--- src/rtl/spi_reg_read_if.sv ---
// Bus interface for the SPI register reader.
// Carries the request/response handshake and the SPI lines of the read path.
interface spi_reg_read_if #(
    parameter int NUM_BYTES = 1
);
    logic                   enable;
    logic [5:0]             address;
    logic [8*NUM_BYTES-1:0] readData;
    logic                   readComplete;
    logic                   MOSI;
    logic                   MISO;
    logic                   SCLK;

    // Requester side: issues reads, drives the externally generated SCLK and slave MISO.
    modport master (
        output enable, address, MISO, SCLK,
        input  readData, readComplete, MOSI
    );

    // Reader side: the spi_reg_read block itself.
    modport slave (
        input  enable, address, MISO, SCLK,
        output readData, readComplete, MOSI
    );
endinterface

--- src/rtl/spi_reg_read.sv ---
// SPI register reader (mode 3, SCLK generated externally and oversampled on clk).
// Sends {R=1, MB, address} on MOSI, then collects NUM_BYTES bytes from MISO, MSB first.
module spi_reg_read #(
    parameter int NUM_BYTES = 1
) (
    input  logic         clk,
    input  logic         reset,
    spi_reg_read_if.slave bus
);
    localparam int         RX_BITS = 8 * NUM_BYTES;
    localparam logic [5:0] RX_LAST = 6'(RX_BITS - 1);
    localparam logic       MB      = (NUM_BYTES > 1);

    typedef enum logic [1:0] {
        IDLE,
        CMD,
        RX,
        DONE
    } state_t;

    state_t             state;
    state_t             next_state;
    logic               sclk_s1;
    logic               sclk_s2;
    logic               sclk_d;
    logic               rise;
    logic               fall;
    logic [7:0]         cmd;
    logic [3:0]         bit_cnt;
    logic [5:0]         rx_cnt;
    logic [RX_BITS-1:0] rx_shift;

    // Synchronise SCLK into the clk domain; flops rest at the SCLK idle level (high)
    // so that leaving reset never manufactures a spurious rising edge.
    always_ff @(posedge clk or negedge reset) begin
        if (!reset) begin
            sclk_s1 <= 1'b1;
            sclk_s2 <= 1'b1;
            sclk_d  <= 1'b1;
        end else begin
            sclk_s1 <= bus.SCLK;
            sclk_s2 <= sclk_s1;
            sclk_d  <= sclk_s2;
        end
    end

    assign rise = sclk_s2 & ~sclk_d;
    assign fall = ~sclk_s2 & sclk_d;

    // State register.
    always_ff @(posedge clk or negedge reset) begin
        if (!reset) begin
            state <= IDLE;
        end else begin
            state <= next_state;
        end
    end

    // Next-state decode and state-derived outputs; dropping enable aborts any frame.
    always_comb begin
        next_state       = state;
        bus.MOSI         = 1'b0;
        bus.readComplete = 1'b0;
        case (state)
            IDLE: begin
                if (bus.enable) begin
                    next_state = CMD;
                end
            end
            CMD: begin
                bus.MOSI = cmd[7];
                if (!bus.enable) begin
                    next_state = IDLE;
                end else if (rise && bit_cnt == 4'd7) begin
                    next_state = RX;
                end
            end
            RX: begin
                if (!bus.enable) begin
                    next_state = IDLE;
                end else if (rise && rx_cnt == RX_LAST) begin
                    next_state = DONE;
                end
            end
            DONE: begin
                bus.readComplete = 1'b1;
                if (!bus.enable) begin
                    next_state = IDLE;
                end
            end
            default: next_state = IDLE;
        endcase
    end

    // Command shifter, bit counters and receive shifter; readData only updates on a full frame.
    always_ff @(posedge clk or negedge reset) begin
        if (!reset) begin
            cmd          <= '0;
            bit_cnt      <= '0;
            rx_cnt       <= '0;
            rx_shift     <= '0;
            bus.readData <= '0;
        end else begin
            case (state)
                IDLE: begin
                    if (bus.enable) begin
                        cmd      <= {1'b1, MB, bus.address};
                        bit_cnt  <= '0;
                        rx_shift <= '0;
                    end
                end
                CMD: begin
                    if (bus.enable) begin
                        if (rise) begin
                            bit_cnt <= bit_cnt + 4'd1;
                            if (bit_cnt == 4'd7) begin
                                rx_cnt <= '0;
                            end
                        end else if (fall && bit_cnt != 4'd0) begin
                            cmd <= {cmd[6:0], 1'b0};
                        end
                    end
                end
                RX: begin
                    if (bus.enable && rise) begin
                        rx_shift <= {rx_shift[RX_BITS-2:0], bus.MISO};
                        rx_cnt   <= rx_cnt + 6'd1;
                        if (rx_cnt == RX_LAST) begin
                            bus.readData <= {rx_shift[RX_BITS-2:0], bus.MISO};
                        end
                    end
                end
                default: begin
                end
            endcase
        end
    end
endmodule

--- src/flat_wrapper.sv ---
// flat-port wrapper written by rule: the top's interface ports become plain ports
module spi_reg_read_flat 
#(
    parameter int NUM_BYTES = 1
)
  (clk, reset, bus_enable, bus_address, bus_MISO, bus_SCLK, bus_readData, bus_readComplete, bus_MOSI);
  spi_reg_read_if #(.NUM_BYTES(NUM_BYTES)) bus_i ();
  input  logic clk;
  input  logic reset;
  input wire logic [$bits(bus_i.enable)-1:0] bus_enable;
  input wire logic [$bits(bus_i.address)-1:0] bus_address;
  input wire logic [$bits(bus_i.MISO)-1:0] bus_MISO;
  input wire logic [$bits(bus_i.SCLK)-1:0] bus_SCLK;
  output wire logic [$bits(bus_i.readData)-1:0] bus_readData;
  output wire logic [$bits(bus_i.readComplete)-1:0] bus_readComplete;
  output wire logic [$bits(bus_i.MOSI)-1:0] bus_MOSI;
  assign bus_i.enable = bus_enable;
  assign bus_i.address = bus_address;
  assign bus_i.MISO = bus_MISO;
  assign bus_i.SCLK = bus_SCLK;
  assign bus_readData = bus_i.readData;
  assign bus_readComplete = bus_i.readComplete;
  assign bus_MOSI = bus_i.MOSI;
  spi_reg_read #(.NUM_BYTES(NUM_BYTES)) u_core (.clk(clk), .reset(reset), .bus(bus_i));
endmodule
--- config.mk ---
export PLATFORM = sky130hd
export DESIGN_NAME = spi_reg_read_flat
export DESIGN_NICKNAME = d
export VERILOG_FILES = /design/src/rtl/spi_reg_read_if.sv /design/src/rtl/spi_reg_read.sv /design/src/flat_wrapper.sv
export SDC_FILE = /design/constraint.sdc
export NUM_CORES = 1
export LEC_CHECK = 0
export BUFFER_PORTS_ARGS = -buffer_cell sky130_fd_sc_hd__buf_2
export CELL_PAD_IN_SITES_DETAIL_PLACEMENT = 0
export CELL_PAD_IN_SITES_GLOBAL_PLACEMENT = 1
export CORE_MARGIN = 5
export CORE_UTILIZATION = 30
export DETAILED_ROUTE_END_ITERATION = 12
export PLACE_DENSITY_LB_ADDON = 0.1
export SKIP_CTS_REPAIR_TIMING = 1
export SLEW_MARGIN = 40
export SYNTH_ARGS = -nofsm -noshare
export SYNTH_HDL_FRONTEND = slang
export SYNTH_SLANG_ARGS = --single-unit
--- constraint.sdc ---
create_clock -name clk -period 3.1 [get_ports clk]
set_clock_uncertainty 0.05 [all_clocks]
set_input_delay 0.62 -clock clk [delete_from_list [all_inputs] [get_ports clk]]
set_output_delay 0.62 -clock clk [all_outputs]
set_load 0.05 [all_outputs]
# Word level (Yosys, flattened, before mapping)
# Cells that the tools add are included.
# W data, S select, Z words.
# op_classes
bitwise_logic	4
muxes	26
n_reduce_logical	15
eq_ne	15
add_sub_neg	2
# op_table
cell	count
$mux W8	4
$mux W6	4
$pmux W8 S2	1
$mux W7	2
$pmux W7 S2	1
$mux W2	6
$mux W4	3
$pmux W6 S2	1
$reduce_and A5 Y1	2
$ne A2 B1 Y1 const B	4
$ne A2 B2 Y1 const B	4
$pmux W2 S4	1
$pmux W4 S2	1
$reduce_and A4 Y1	2
$add A6 B1 Y6 const B	1
$eq A6 B3 Y1 const B	1
$ne A3 B2 Y1 const B	2
$reduce_and A3 Y1	2
$reduce_bool A2 Y1	3
$add A4 B1 Y4 const B	1
$eq A2 B2 Y1 const B	2
$eq A4 B3 Y1 const B	1
$logic_and A1 B1 Y1	4
$reduce_bool A4 Y1	1
5 further kinds	8
# word_totals
reg_bits	38
output_inout_bits	10

# Logic depth before layout (Yosys ltp)
# depth
word_depth	7
mapped_depth	7
ltp_nobuf	6

# Worst setup path before layout
# No wires, ideal clock.
# synth_path
kind	register to output
startpoint	register u_core.state[1]
endpoint	output port bus_MOSI
arrival_ns	1.325
n_path_buf	1
setup_slack_ns	1.105
path_stages_with_launch	4
required_time_ns	2.430
path_cell_list	dfrtp_1 buf_4 nand2b_1 nor2_1
# synth_between
elab_chain_cells	2
# synth_rtl
element	line_no	text
start: declaration	spi_reg_read.sv:21	state_t state;
start signal: assignment	spi_reg_read.sv:55	state <= next_state;
$eq A2 B1 Y1	spi_reg_read.sv:64	case (state)
$mux W1	spi_reg_read.sv:64	
end: declaration	flat_wrapper.sv:16	output wire logic [$bits(bus_i.MOSI)-1:0] bus_MOSI;
# No other way between the ends.

# Worst setup path after layout
# layout_path
startpoint	register u_core.sclk_s2
endpoint	register u_core.bus.readData[0]
# layout_between
elab_chain_cells	3
# layout_rtl
element	line_no	text
start: declaration	spi_reg_read.sv:24	logic sclk_s2;
start signal: assignment	spi_reg_read.sv:42	sclk_s2 <= sclk_s1;
$and A1 B1 Y1	spi_reg_read.sv:47	assign rise = sclk_s2 & ~sclk_d;
$logic_and A1 B1 Y1	spi_reg_read.sv:125	if (bus.enable && rise) begin
$reduce_and A3 Y1 (no source line)	-	
end signal: assignment	spi_reg_read.sv:129	bus.readData <= {rx_shift[RX_BITS-2:0], bus.MISO};
end: declaration	spi_reg_read_if.sv:23	output readData, readComplete, MOSI
# No other way between the ends.
# A chain may end at the register's enable or synchronous reset.

==> key figures <==
Critical path
  – CP endpoint kind: register
  – Buf/Inv on CP: 0
  – Crit Path Class: reg2reg
  – Critical R2R Launch: u_core.sclk_s2$_DFF_PN1_
  – CP max-delay cell: dfstp_2
  – Startpoint types: register
  – Crit path cell chain: nor2b_2 > and3_1 > nand4_4 > mux2_2
  – Crit path launch: u_core.sclk_s2$_DFF_PN1_
  – Worst reg2reg setup slack: 970 ps
  – CP Max Fanout: 14
  – Worst path arrival time: 2260 ps
  – CP required: 3230 ps
  – Max stage delay on crit path: 550 ps
  – CP delay by family, top: simple AND/OR/NAND/NOR gates

Placed design
  – Final HPWL DP: 2450 um
  – IO buf count: 20
  – Area after DPL: 1900 um2
  – Placed Cells incl. Taps: 238
  – RD Place Congestion: 0.774

Synth
  – Top_reg_cell synth: dfrtp_1
  – #FFs+latches synth: 38
  – Syn Std Cell Area: 1730 um2
  – Sequential area share after synthesis: 55.2%
  – Mapped Avg Cell Area: 11.3 um2
  – Post-Synthesis Cells: 153
  – FFs w/ async S/R, synth: 100%
  – YS warnings: 0
  – Netlist cell types: 39
  – Number of flops mapped to enable cells by yosys: 0
  – Syn_nets: 167

Floorplan
  – Core Region: 5540 um2
  – Initial core utilization: 31.2%
  – Die X: 85.9 um
  – Die Area: 7390 um2
  – Io pins: 21
  – Die Span Y: 85.9 um
  – Row Count: 27

Timing
  – Tcrit/Tclk final: 68.7%
  – Unrepaired setup endpoints after global routing: false
  – Final min period: 2130 ps
  – Sum Neg Setup Slack: 0 ps
  – Slew margin rel.: 47.9%
  – Final Setup Violations: 0
  – Slew @ Worst Pin: 780 ps
  – Final hold violation count: 0
  – Slew Limit Fails: 0
  – Max frequency: 469 MHz

Power
  – Switch Pwr: 261 uW
  – Internal power: 806 uW
  – Leakage power: 0.970 nW
  – Final Power: 1.07 mW
  – Pwr/cell area: 529 nW/um2
  – Net Sw Frac: 24.5%
  – Peak supply drop: 0.203 mV
  – Seq pwr share: 51.5%
  – Clock network power share: 39.5%
  – Combinational Power Share: 9.0%

Detailed routing
  – Count of antenna-violating nets left after detailed routing: 0
  – DR DRC count: 0
  – Routed wire length: 3340 um
  – Via Count: 1195
  – DR vias/cell: 4.86
  – Initial drt markers: 36
  – Initial DRT Pass Iterations: 4
  – DR WL/cell: 13.6 um

Cells and area
  – Most common cell after layout, fill and taps aside: dfrtp_1
  – Area Growth Syn to Fin: 16.6%
  – Final Cell Area: 2020 um2
  – Non-filler cells, final: 246
  – Layout cells sized above 1: 25.3%
  – Commonest non-fill, non-tap cells in the layout: 35 x dfrtp_1, 20 x buf_2, 12 x nand2_1
  – NumNets Final: 187
  – N_diodes: 0

Global route
  – Global-route wire length before repair: 5980 um
  – Number of global-route vias before repair: 1173
  – Largest net degree at the start of global routing: 26
  – Tot GR Track Use: 10.3%
  – GRT met1 Usage: 14.0%
  – M3 GR Usage: 3.84%
  – Busiest grt layer: met2
  – Met2 Use GR: 14.8%
  – GRT Residual Overflow: 0
  – Initial antenna violation count: 0

Status
  – Run status: finished clean

Clocking
  – CTS root buffer: clkbuf_8
  – Clk Latency, worst-skew pair: 290 ps
  – CTS tree: done
  – Number of sinks on the clock net: 38
  – Max clock buf depth: 2
  – CTS buffer count: 5
  – Worst-path clk slew: 80 ps
  – H-tree depth: 2

Run
  – Max Cap Viol: 0

Min path
  – HP Class: in2async
-- metal layers --
metal  up-vias  share of wire [%]
li1        586                  -
met1       576                 47
met2        28                 45
met3         5                6.4
met4         0                1.6
met5         -                  0
-- power groups by stage --
stage	clock network [mW]	logic (mW)	registers [mW]
CTS	0.439	0.0988	0.550
global route	0.459	0.111	0.554
floorplan	0	0.0651	0.553
finish	0.421	0.0960	0.550
global placement	0	0.0908	0.559
detailed placement	0	0.0982	0.559
-- Yosys cell counts (2+ instances only) --
master | count | area (um2)
ha_1 | 3 | 37.5
buf_4 | 3 | 22.5
mux2_2 | 9 | 101
nor2_1 | 8 | 30.0
dfstp_2 | 3 | 78.8
and3_1 | 2 | 12.5
clkbuf_1 | 2 | 7.51
nand2b_1 | 4 | 25.0
nand3_1 | 3 | 15.0
nor3_1 | 4 | 20.0
mux2i_1 | 5 | 50.1
o21ai_0 | 11 | 55.1
nand2_1 | 12 | 45.0
inv_1 | 5 | 18.8
dfrtp_1 | 35 | 876
a21oi_1 | 5 | 25.0
nand4_1 | 5 | 31.3
xnor2_1 | 2 | 17.5
o21ai_1 | 2 | 10.0
nor4_1 | 2 | 12.5
buf_2 | 3 | 15.0
a22o_1 | 8 | 70.1
-- state kept, by name, summed over array words and instances (netlist names) --
register and count:
u_core.bus.readData 8, u_core.rx_cnt 6, u_core.state 2, u_core.sclk_d 1, u_core.cmd 8, u_core.bit_cnt 4, u_core.rx_shift 7, u_core.sclk_s1 1
u_core.sclk_s2 1
-- cells by family (layout without fill, tap and decap cells) --
family                     count (synthesis)  after routing  share of synthesized area (%)
and+or+nand+nor                           52             52                           17.6
DFF                                       38             38                           55.2
AOI/OAI and AO/OA                         31             31                           11.6
muxes                                     14             14                           8.75
buffers and inverters                     13             34                           3.69
adders and majority gates                  3              3                           2.17
xor gates and xnor gates                   2              2                           1.01
-- cell type report --
class,instances,area [um2]
Fill cell,585,3520
Clock buffer,5,68.8
Clock inverter,3,45.0
Inverter,5,18.8
Timing Repair Buffer,21,128
Tap cell,72,90.1
Sequential cell,38,955
Multi-Input combinational cell,102,712
-- worst paths after layout --
| path | cells after the start | endpoint |
|---|---|---|
| min in group clk | 0 | u_core.sclk_s2$_DFF_PN1_ |
| setup / recovery | 4 | u_core.bus.readData[0]$_DFFE_PN0P_ |
| hold reg to reg | 0 | u_core.sclk_s2$_DFF_PN1_ |
| hold / removal | 1 | u_core.cmd[2]$_DFFE_PN0P_ |
| setup reg to reg | 4 | u_core.bus.readData[0]$_DFFE_PN0P_ |
| max in group asynchronous | 2 | u_core.state[1]$_DFFE_PN0P_ |
-- metrics by stage --
step / setup slack, ps / utilization (%) / hold WS [ps]
final: 970 / 36.4 / 187
after global routing: 771 / 36.4 / 210
after CTS: 944 / 36.4 / 193
after detailed placement: 940 / 34.3 / 298
after global placement: 982 / 33.9 / 301
after floorplan: 1100 / - / 274
Note: power is estimated with default switching activity, not from simulation.
